$ cat src/rtl/inst_fetch.sv
// Instruction fetch stage: owns the PC, keeps one fetch outstanding at a time and
// buffers returned words with their PCs for the decoder. A redirect flushes everything.
module inst_fetch #(
   parameter logic [31:0] RESET_PC = 32'h0000_0000,
   parameter int unsigned DEPTH    = 2
) (
   input  logic        clk,
   input  logic        rst_n,
   output logic        imem_req,
   output logic [31:0] imem_addr,
   input  logic [31:0] imem_rdata,
   input  logic        imem_ack,
   input  logic        redirect,
   input  logic [31:0] redirect_pc,
   output logic [31:0] INST,
   output logic [31:0] PC,
   output logic        inst_valid,
   input  logic        inst_ready
);

   localparam int unsigned AW = (DEPTH > 1) ? $clog2(DEPTH) : 1;
   localparam logic [AW:0]   FULL_CNT = (AW+1)'(DEPTH);
   localparam logic [AW:0]   CNT_ONE  = (AW+1)'(1'b1);
   localparam logic [AW-1:0] PTR_ONE  = AW'(1'b1);

   typedef enum logic [1:0] {
      IDLE   = 2'd0,
      WAIT   = 2'd1,
      SQUASH = 2'd2
   } state_t;

   state_t        state_r;
   state_t        state_s;
   logic [31:0]   pc_r;
   logic [31:0]   req_pc_r;
   logic [31:0]   fifo_inst_r [DEPTH];
   logic [31:0]   fifo_pc_r   [DEPTH];
   logic [AW-1:0] rd_ptr_r;
   logic [AW-1:0] wr_ptr_r;
   logic [AW:0]   count_r;
   logic          empty_s;
   logic          push_s;
   logic          pop_s;

   assign empty_s    = (count_r == {(AW+1){1'b0}});
   assign imem_req   = rst_n & ~redirect & (state_r == IDLE) & (count_r < FULL_CNT);
   assign imem_addr  = pc_r;
   // A fetch answered in the redirect cycle belongs to the old stream and is dropped.
   assign push_s     = (state_r == WAIT) & imem_ack & ~redirect;
   assign pop_s      = ~empty_s & inst_ready & ~redirect;
   assign inst_valid = ~empty_s;
   assign INST       = empty_s ? 32'h0000_0000 : fifo_inst_r[rd_ptr_r];
   assign PC         = empty_s ? 32'h0000_0000 : fifo_pc_r[rd_ptr_r];

   // Fetch sequencer next-state logic.
   always_comb begin
      state_s = state_r;
      case (state_r)
         IDLE: begin
            if (imem_req) state_s = WAIT;
            else          state_s = IDLE;
         end
         WAIT: begin
            if (imem_ack)      state_s = IDLE;
            else if (redirect) state_s = SQUASH;
            else               state_s = WAIT;
         end
         SQUASH: begin
            if (imem_ack) state_s = IDLE;
            else          state_s = SQUASH;
         end
         default: state_s = IDLE;
      endcase
   end

   // State, program counter and address of the outstanding fetch.
   always_ff @(posedge clk or negedge rst_n) begin
      if (!rst_n) begin
         state_r  <= IDLE;
         pc_r     <= RESET_PC;
         req_pc_r <= 32'h0000_0000;
      end else begin
         state_r <= state_s;
         if (redirect) begin
            pc_r <= {redirect_pc[31:2], 2'b00};
         end else if (imem_req) begin
            pc_r <= pc_r + 32'd4;
         end else begin
            pc_r <= pc_r;
         end
         if (imem_req) req_pc_r <= pc_r;
         else          req_pc_r <= req_pc_r;
      end
   end

   // Buffer storage; written only on an accepted response.
   always_ff @(posedge clk or negedge rst_n) begin
      if (!rst_n) begin
         for (int i = 0; i < int'(DEPTH); i++) begin
            fifo_inst_r[i] <= 32'h0000_0000;
            fifo_pc_r[i]   <= 32'h0000_0000;
         end
      end else if (push_s) begin
         fifo_inst_r[wr_ptr_r] <= imem_rdata;
         fifo_pc_r[wr_ptr_r]   <= req_pc_r;
      end
   end

   // Buffer pointers and occupancy; a redirect empties the buffer.
   always_ff @(posedge clk or negedge rst_n) begin
      if (!rst_n) begin
         rd_ptr_r <= {AW{1'b0}};
         wr_ptr_r <= {AW{1'b0}};
         count_r  <= {(AW+1){1'b0}};
      end else if (redirect) begin
         rd_ptr_r <= {AW{1'b0}};
         wr_ptr_r <= {AW{1'b0}};
         count_r  <= {(AW+1){1'b0}};
      end else begin
         if (push_s) wr_ptr_r <= wr_ptr_r + PTR_ONE;
         else        wr_ptr_r <= wr_ptr_r;
         if (pop_s)  rd_ptr_r <= rd_ptr_r + PTR_ONE;
         else        rd_ptr_r <= rd_ptr_r;
         case ({push_s, pop_s})
            2'b10:   count_r <= count_r + CNT_ONE;
            2'b01:   count_r <= count_r - CNT_ONE;
            default: count_r <= count_r;
         endcase
      end
   end

endmodule

$ cat config.mk
export PLATFORM = sky130hd
export DESIGN_NAME = inst_fetch
export DESIGN_NICKNAME = d
export VERILOG_FILES = /design/src/rtl/inst_fetch.sv
export SDC_FILE = /design/constraint.sdc
export NUM_CORES = 1
export LEC_CHECK = 0
export BUFFER_PORTS_ARGS = -buffer_cell sky130_fd_sc_hd__buf_2
export CAP_MARGIN = 20
export CORE_MARGIN = 2
export CORE_UTILIZATION = 48
export CTS_CLUSTER_SIZE = 10
export DETAILED_ROUTE_END_ITERATION = 10
export GPL_ROUTABILITY_DRIVEN = 0
export HOLD_SLACK_MARGIN = 0.15
export MAX_ROUTING_LAYER = met4
export PLACE_DENSITY_LB_ADDON = 0.05
export SYNTH_ARGS = -nofsm -noshare
export SYNTH_HDL_FRONTEND = slang
export SYNTH_SLANG_ARGS = --single-unit
$ cat constraint.sdc
create_clock -name clk -period 2.1 [get_ports clk]
set_input_delay 0.105 -clock clk [delete_from_list [all_inputs] [get_ports clk]]
set_output_delay 0.105 -clock clk [all_outputs]
set_load 0.02 [all_outputs]
Word-level counts from Yosys, hierarchy flattened
Cells that the tools add are included.
{ "classes": {"shift": 0, "n_eq_ne": 4, "n_reduce_logical": 7, "addsub": 5, "n_lt_le_gt_ge": 4, "div_mod_pow": 0, "bitwise": 11, "mul": 0, "muxes": 25} }
{ "op_table": {"columns": ["cell", "count"], "rows": [
  ["32-bit two-way mux", 11],
  ["64-bit bitwise mux", 2],
  ["32-bit by 3-bit adder with 32-bit output, second input constant", 1],
  ["32-bit demux with 1-bit select", 1],
  ["2-bit two-way mux", 4],
  ["1-bit bitwise AND", 7],
  ["2-bit one-hot mux with 3 select lines", 1],
  ["2-bit nonzero test", 3],
  ["1-bit two-way mux", 5],
  ["2-bit by 1-bit equality test with 1-bit output, second input constant", 2],
  ["2-bit equality test, second input constant", 2],
  ["2-bit >= comparator, second input constant", 2],
  ["2-bit logical NOT", 2],
  ["1-bit inverter with 2-bit output", 2],
  ["2-bit one-hot mux with 2 select lines", 1],
  ["3-bit nonzero test", 1],
  ["1-bit adder, second input constant", 2],
  ["2-bit by 1-bit adder with 2-bit output, second input constant", 1],
  ["2-bit by 1-bit less-than comparator with 1-bit output, second input constant", 1],
  ["2-bit less-than comparator, second input constant", 1],
  ["1-bit inverter", 2],
  ["2-bit by 1-bit subtractor with 2-bit output, second input constant", 1],
  ["1-bit logical AND", 1]
]} }
{ "totals": {"rom_bits": 0, "memories": 0, "latchBits": 0, "ramBits": 0, "input_bits": 69, "out_inout_bits": 98, "register_bits": 198} }

Logic depth before layout (Yosys ltp)
Gate-level depths: netlist of the first run.
{ "depth": {"depth_word": 7, "mapped_depth": 6, "mapped_depth_nobuf": 5} }

Worst setup path after synthesis of the first run
No wires, ideal clock.
{ "synth_path": {"path_kind": "reg2reg", "startpoint": "reg state_r[0]", "endpoint": "reg pc_r[29], in the netlist imem_addr[29]", "setup_ns": 0.082, "arrival_ns": 2.113, "n_path_buf": 1, "path_slack_ns": -0.095, "stages_incl_launch_ff": 6, "cell_sequence": "dfrtp_1 -> or4b_4 -> or3_1 -> buf_2 -> or4_1 -> a31oi_1"} }
{ "synth_between": {"elab_chain_cells": 4} }
{ "synth_lines": {"columns": ["element", "line_no", "rtl"], "rows": [
  ["start, declared", "32", "state_t state_r;"],
  ["start signal, assigned", "83", "state_r <= state_s;"],
  ["2-bit logical NOT", "46", "assign imem_req = rst_n & ~redirect & (state_r == IDLE) & (count_r < FULL_CNT);"],
  ["1-bit bitwise AND (2 in series)", "46", null],
  ["2-bit nonzero test (no source line)", null, null],
  ["end signal, assigned", "85", "pc_r <= {redirect_pc[31:2], 2'b00};"],
  ["end signal, assigned", "87", "pc_r <= pc_r + 32'd4;"],
  ["end signal, assigned", "89", "pc_r <= pc_r;"],
  ["end, declared", "34", "logic [31:0] pc_r;"]
]} }
No other way between the ends.
A chain may end at the register's enable or synchronous reset.

Final worst setup path of the first run
{ "layout_path": {"startpoint": "reg count_r[1]", "endpoint": "reg pc_r[22], in the netlist imem_addr[22]"} }
{ "layout_between": {"elab_chain_cells": 3} }
{ "layout_lines": {"columns": ["element", "line_no", "rtl"], "rows": [
  ["start, declared", "40", "logic [AW:0] count_r;"],
  ["start signal, assigned", "114", "count_r <= {(AW+1){1'b0}};"],
  ["start signal, assigned", "118", "count_r <= {(AW+1){1'b0}};"],
  ["start signal, assigned", "125", "2'b10: count_r <= count_r + CNT_ONE;"],
  ["2-bit less-than comparator", "46", null],
  ["1-bit bitwise AND", "46", null],
  ["2-bit nonzero test (no source line)", null, null]
]} }
No other way between the ends.

==> impl_metrics.yaml, run 1 <==
synth:
  synth_top_area_share_pct: 54.6
  ys.flop_type: "dfrtp_1"
  ys_async_sr_fraction_pct: 100
  netlist_top_cells_area: "dfrtp_1 (55%), mux2_2 (20%), mux2i_1 (7.2%), nor2_1 (3.8%), clkbuf_1 (1.6%)"
  avgSynthCellArea_um2: 12.1
  synth_area_leader_cell: "dfrtp_1"
  synth-seq-cells: 190
  ys_seq_area_share_pct: 54.6
  syn_area_mm2: 0.00871
  synth_cell_types: 39
  synth_cells: 722
  synth_edf_count: 0
  ys_warn_count: 0
power_and_ir_drop:
  intPower_mw: 7.62
  pwr-share-clk_pct: 31.1
  finalPower_mw: 10.5
  power_frac_comb_pct: 20.5
  p_leak_nw: 5.21
  seqPwrFrac_pct: 48.4
  p_per_area_mw_per_mm2: 915
  switchingPower_mw: 2.85
  ir_worst_vdd_v: 0.000635
  p_sw_share_pct: 27.3
place:
  dp_cells: 1117
  dpl.hpwl_um: 13800
  port_buffers: 160
timing:
  slew_headroom_pct: 45.9
  worst_hold_slack_ns: 0.343
  worst_slack_ns: -0.0426
  hold_violations: 0
  fmax_ghz: 0.467
  period_needed_ns: 2.14
  period_share_pct: 102
  fin_setup_tns_ns: -0.0426
  drv_slew: 0
  setup_viol: 1
  worst_pin_slew_ns: 0.812
  fin_skew_ns: 0.0124
  rsz0062_at_grt: "yes"
global_route:
  grt_start_max_net_pins: 160
  grt-ovfl-total: 0
  grt_pass1_wl_um: 33900
  grt_pass1_vias: 6730
  grt_usage_pct: 22.6
  grt_antenna_before_repair: 0
cts:
  clkSlewWorstSetupHoldPaths_ns: 0.07
  insertion_delay_ns: 0.43
  ctsLongestPathBuffers: 2
  cts_buffers: 17
  cts_tree: "built"
  clockRootBuffer: "clkbuf_16"
  clock_sinks: 190
  htree_num_levels: 4
drt:
  routed_wl_um: 21100
  vias: 6571
  via_per_inst: 5.39
  drt_iter0_drc: 336
  drt-wirelength-per-cell_um: 17.3
  ant_nets: 0
  drc: 0
  first_pass_iters: 4
job:
  drv_cap: 0
finish:
  instances_no_fill: 1220
  antenna_cells: 0
  utilization_pct: 63.9
  final_cell_mix: "dfrtp_1 (183), buf_2 (159), mux2_2 (153)"
  areaGrowthSynthToFinish_pct: 31.3
  layout_commonest_cell: "dfrtp_1"
  fillers: 1427
  drive_gt1_share_pct: 42.2
  num-nets-final: 1048
run_status:
  outcome: "complete, but fails checks"
  failed_checks: "negative setup slack"
floorplan:
  core_mm2: 0.0179
  initial_core_util_pct: 48.7
  rows: 49
  die_y_um: 139
  num_io_pins: 167
  dieArea_mm2: 0.0192
  dieWidth_um: 139
critical_path:
  critPathKind: "reg2reg"
  path_max_fanout: 8
  cp.arrival_ns: 2.47
  required_ns: 2.43
  start_kind: "flop"
  end_kind: "flop"
worst_hold_path:
  worstHoldPathType: "in2async"
## critical path, cell delays in order (launching register included)
cell     delay [ns]
dfrtp_1        0.38
or4b_4         0.60
or3_4          0.40
or4_1          0.47
a31oi_1        0.20
## metal layers
metal	GRT usage [%]	vias up	share of wire, %
met1	30.6	3292	47
met5	-	-	0
met4	5.37	0	1.2
met2	35.9	185	47
li1	-	3075	-
met3	4.39	19	4.6
## metrics by stage
stage / cell area [µm²] / setup WS, ns
floorplan: 8750 / -0.0214
global placement: 10100 / -0.0438
detailed placement: 10100 / -0.0837
CTS: 11400 / -0.0425
global route: 11400 / -0.0805
finish: 11400 / -0.0426
## sequential cells by signal, summed over array words and instances (netlist names)
| signal | flops |
|---|---|
| fifo_inst_r | 64 |
| fifo_pc_r | 60 |
| imem_addr | 30 |
| req_pc_r | 30 |
| count_r | 2 |
| state_r | 2 |
| rd_ptr_r | 1 |
| wr_ptr_r | 1 |
## final timing paths
path | start | endpoint | slack [ns] | cells past startpoint
max | count_r[1] | imem_addr[22] | -0.04 | 4
min | rst_n | imem_addr[14] | 0.34 | 3
max reg2reg | count_r[1] | imem_addr[22] | -0.04 | 4
min reg2reg | fifo_pc_r[11] | fifo_pc_r[11] | 0.51 | 1
max in group asynchronous | rst_n | rd_ptr_r | 0.57 | 4
min in group clk | redirect_pc[6] | imem_addr[6] | 0.42 | 4
## logic make-up (layout without fill, tap and decap cells)
| group | after synthesis | count (layout) | synth area share [%] |
|---|---|---|---|
| compound gates | 56 | 56 | 3.98 |
| mux | 216 | 216 | 27.0 |
| buf+inv | 51 | 315 | 2.38 |
| fa+ha+maj | 1 | 1 | 0.144 |
| other cells | 1 | 4 | 0.0430 |
| simple gates | 195 | 197 | 10.7 |
| xor+xnor | 12 | 12 | 1.21 |
| flops | 190 | 190 | 54.6 |
## what timing repair did
item / 4_1_cts / 5_1_grt
setup endpoints to repair: 12 / 47
hold buffers: 67 / 0
pin swaps: 6 / 7
gates cloned: 2 / 0
endpoints found under the hold margin: 130 / 0
gates resized for setup: 2 / 8
buffers inserted: 0 / 2
## layout make-up
class                           instances  area [µm²]  share of cell area (%)
Clock buffer                           19         433                    3.78
Inverter                                5        18.8                   0.164
Tap cell                              229         287                    2.50
Timing Repair Buffer                  278        1930                    16.9
Sequential cell                       190        4770                    41.7
Clock inverter                         13         165                    1.44
Multi-Input combinational cell        486        3840                    33.6
## power groups by stage
stage               sequential (mW)  combinational [mW]  clock, mW
detailed placement             5.13                2.05          0
CTS                            5.07                2.16       3.33
floorplan                      5.05                1.36          0
finish                         5.07                2.15       3.26
global route                   5.19                2.35       3.48
global placement               5.05                1.97          0
## synth_stat cells (3+ instances only)
| master | count |
|---|---|
| a21oi_1 | 4 |
| a31oi_1 | 14 |
| buf_1 | 3 |
| buf_4 | 4 |
| clkbuf_1 | 38 |
| dfrtp_1 | 190 |
| inv_1 | 4 |
| mux2_2 | 153 |
| mux2i_1 | 63 |
| nand2_1 | 36 |
| nand3_1 | 14 |
| nand4_1 | 6 |
| nor2_1 | 88 |
| nor2b_1 | 4 |
| nor3_1 | 7 |
| nor4_1 | 3 |
| o21ai_0 | 22 |
| o31ai_1 | 11 |
| or3_1 | 6 |
| or4_1 | 14 |
| xnor2_1 | 8 |
| xor2_1 | 4 |
No activity file was read; power rests on OpenSTA's default activity.
==> inputs of run 2 (changes only) <==
--- a/config.mk
+++ b/config.mk
@@ -7,11 +7,14 @@
 export LEC_CHECK = 0
 export BUFFER_PORTS_ARGS = -buffer_cell sky130_fd_sc_hd__buf_2
 export CAP_MARGIN = 20
+export CELL_PAD_IN_SITES_DETAIL_PLACEMENT = 2
+export CELL_PAD_IN_SITES_GLOBAL_PLACEMENT = 2
 export CORE_MARGIN = 2
-export CORE_UTILIZATION = 48
+export CORE_UTILIZATION = 33
 export CTS_CLUSTER_SIZE = 10
 export DETAILED_ROUTE_END_ITERATION = 10
 export GPL_ROUTABILITY_DRIVEN = 0
+export GPL_TIMING_DRIVEN = 0
 export HOLD_SLACK_MARGIN = 0.15
 export MAX_ROUTING_LAYER = met4
 export PLACE_DENSITY_LB_ADDON = 0.05
==> run 2 against run 1 <==
  * The run ends with negative hold slack, negative setup slack left
  * Cell count is 9.8% higher
  * Largest power group unchanged
  * Final area is 1.5% higher
  * Worst hold slack worse by 0.72 ns
  * Clock skew is 0.0085 ns higher
==> impl_metrics.yaml, run 2 (synthesis results as in run 1) <==
run_status:
  failed_checks: "negative hold slack, negative setup slack"
  outcome: "complete, but fails checks"
drt:
  via_per_inst: 5.03
  drc: 0
  vias: 6743
  first_pass_iters: 4
  ant_nets: 0
  routed_wl_um: 26600
  drt-wirelength-per-cell_um: 19.9
  drt_iter0_drc: 238
cts:
  htree_num_levels: 4
  insertion_delay_ns: 0.44
  postCtsHoldBufs: 64
  cts_buffers: 17
  ctsLongestPathBuffers: 2
  clockRootBuffer: "clkbuf_16"
  clkSlewWorstSetupHoldPaths_ns: 0.08
  clock_sinks: 190
  cts_tree: "built"
timing:
  fin_skew_ns: 0.0209
  period_needed_ns: 2.25
  setup_viol: 32
  worst_slack_ns: -0.153
  rsz0062_at_grt: "yes"
  worst_pin_slew_ns: 0.667
  hold_violations: 72
  fmax_ghz: 0.444
  worst_hold_slack_ns: -0.373
  drv_slew: 0
  period_share_pct: 107
  slew_headroom_pct: 55.5
finish:
  multi_input_area_mm2: 0.00389
  design_area_mm2: 0.0116
  final_cell_mix: "dfrtp_1 (175), buf_2 (165), mux2_2 (153)"
  fillers: 2690
  antenna_cells: 0
  drive_gt1_share_pct: 44.4
  largest_reg_flops: 64
  num-nets-final: 1062
  top_regs: "fifo_inst_r x64, fifo_pc_r x60"
  layout_commonest_cell: "dfrtp_1"
  areaGrowthSynthToFinish_pct: 33.2
  top_register: "fifo_inst_r"
  regArea_mm2: 0.00477
critical_path:
  slowest_stage: "or4b_4"
  critical_path.startpoint: "state_r[0]"
  max_stage_delay_ns: 0.58
  path_max_fanout: 5
  required_ns: 2.47
  regToRegStartpoint: "state_r[0]"
  critPathKind: "reg2reg"
  rr_worst_depth: 5
  start_kind: "flop"
  path_cells: "or4b_4 -> or3_4 -> buf_6 -> or4_1 -> a31oi_1"
  end_kind: "flop"
  cp.arrival_ns: 2.62
global_route:
  grt_pass1_vias: 7615
  grt_pass1_wl_um: 42900
  grt_antenna_before_repair: 0
  grt-ovfl-total: 0
  grt_start_max_net_pins: 119
  grt_usage_pct: 20.2
place:
  port_buffers: 160
  dpl.hpwl_um: 18800
  dpl_cell_area_mm2: 0.0100
power_and_ir_drop:
  finalPower_mw: 10.4
  p_leak_nw: 5.24
  ir_worst_vdd_v: 0.000414
  p_per_area_mw_per_mm2: 898
floorplan:
  dieArea_mm2: 0.0277
  core_mm2: 0.0260
  initial_core_util_pct: 33.5
  rows: 59
  die_y_um: 167
  dieWidth_um: 167
  num_io_pins: 167
worst_hold_path:
  worstHoldPathType: "in2async"
job:
  drv_cap: 0
[run 2: cell count changes in the layout (fill, tap and decap cells not counted), moves of 4 or more]
cell,delta
buf_2,+6
dfrtp_1,-8
clkbuf_4,+6
dfrtp_2,+9
clkbuf_2,+16
clkinvlp_4,-4
o31ai_1,-7
buf_12,-4
clkbuf_1,+7
buf_4,-19
inv_6,+5
o31ai_2,+5
[run 2: cell type report]
| cell class | count | share of cell area, % |
|---|---|---|
| Sequential cell | 190 | 41.1 |
| Multi-Input combinational cell | 484 | 33.5 |
| Timing Repair Buffer | 251 | 14.6 |
| Clock buffer | 18 | 3.70 |
| Tap cell | 335 | 3.61 |
| Buffer | 43 | 2.27 |
| Clock inverter | 14 | 1.06 |
| Inverter | 5 | 0.162 |
[run 2: through the flow]
| step | cells | setup slack (ns) | util, % | setup TNS, ns | hold slack (ns) |
|---|---|---|---|---|---|
| global route | 1340 | -0.206 | 44.7 | -6.07 | -0.330 |
| global placement | 1220 | -3.88 | 38.4 | -685.36 | 0.282 |
| CTS | 1333 | -0.165 | 44.1 | -2.22 | -0.349 |
| detailed placement | 1223 | -0.624 | 38.6 | -62.18 | 0.130 |
| floorplan | 725 | -0.0214 | - | -0.0214 | -0.191 |
| finish | 1340 | -0.153 | 44.7 | -2.05 | -0.373 |
[run 2: final timing paths]
kind | slack [ns] | end
max | -0.15 | imem_addr[29]
min | -0.37 | req_pc_r[26]
max reg2reg | -0.15 | imem_addr[29]
min reg2reg | 0.51 | fifo_pc_r[11]
max in group asynchronous | 1.44 | rd_ptr_r
min in group clk | 0.25 | imem_addr[16]
[run 2: worst max-delay path: cells and delay by family, from the launching register on]
family | cells | cell delay, ns
compound gates | 1 | 0.16
flops | 1 | 0.42
simple gates | 3 | 1.46
buf+inv | 1 | 0.14
[run 2: timing repair]
item | CTS | global route
gates resized for setup | 59 | 29
pin swaps | 11 | 7
cloned | 1 | 0
setup endpoints to repair | 236 | 168
endpoints found under the hold margin | 170 | 72
buffers inserted | 14 | 9
[run 2: where the power goes]
| group | switching (mW) | total (mW) | internal (mW) |
|---|---|---|---|
| Combinational | 0.975 | 2.14 | 1.17 |
| Clock | 1.53 | 3.10 | 1.57 |
| Sequential | 0.630 | 5.18 | 4.55 |
[run 2: layer usage]
layer  global-route usage, %  routed length (µm)
met1                    25.7               12200
met2                    34.2               13500
met4                    5.17                 326
met3                    2.45                 628
met5                       -                   0
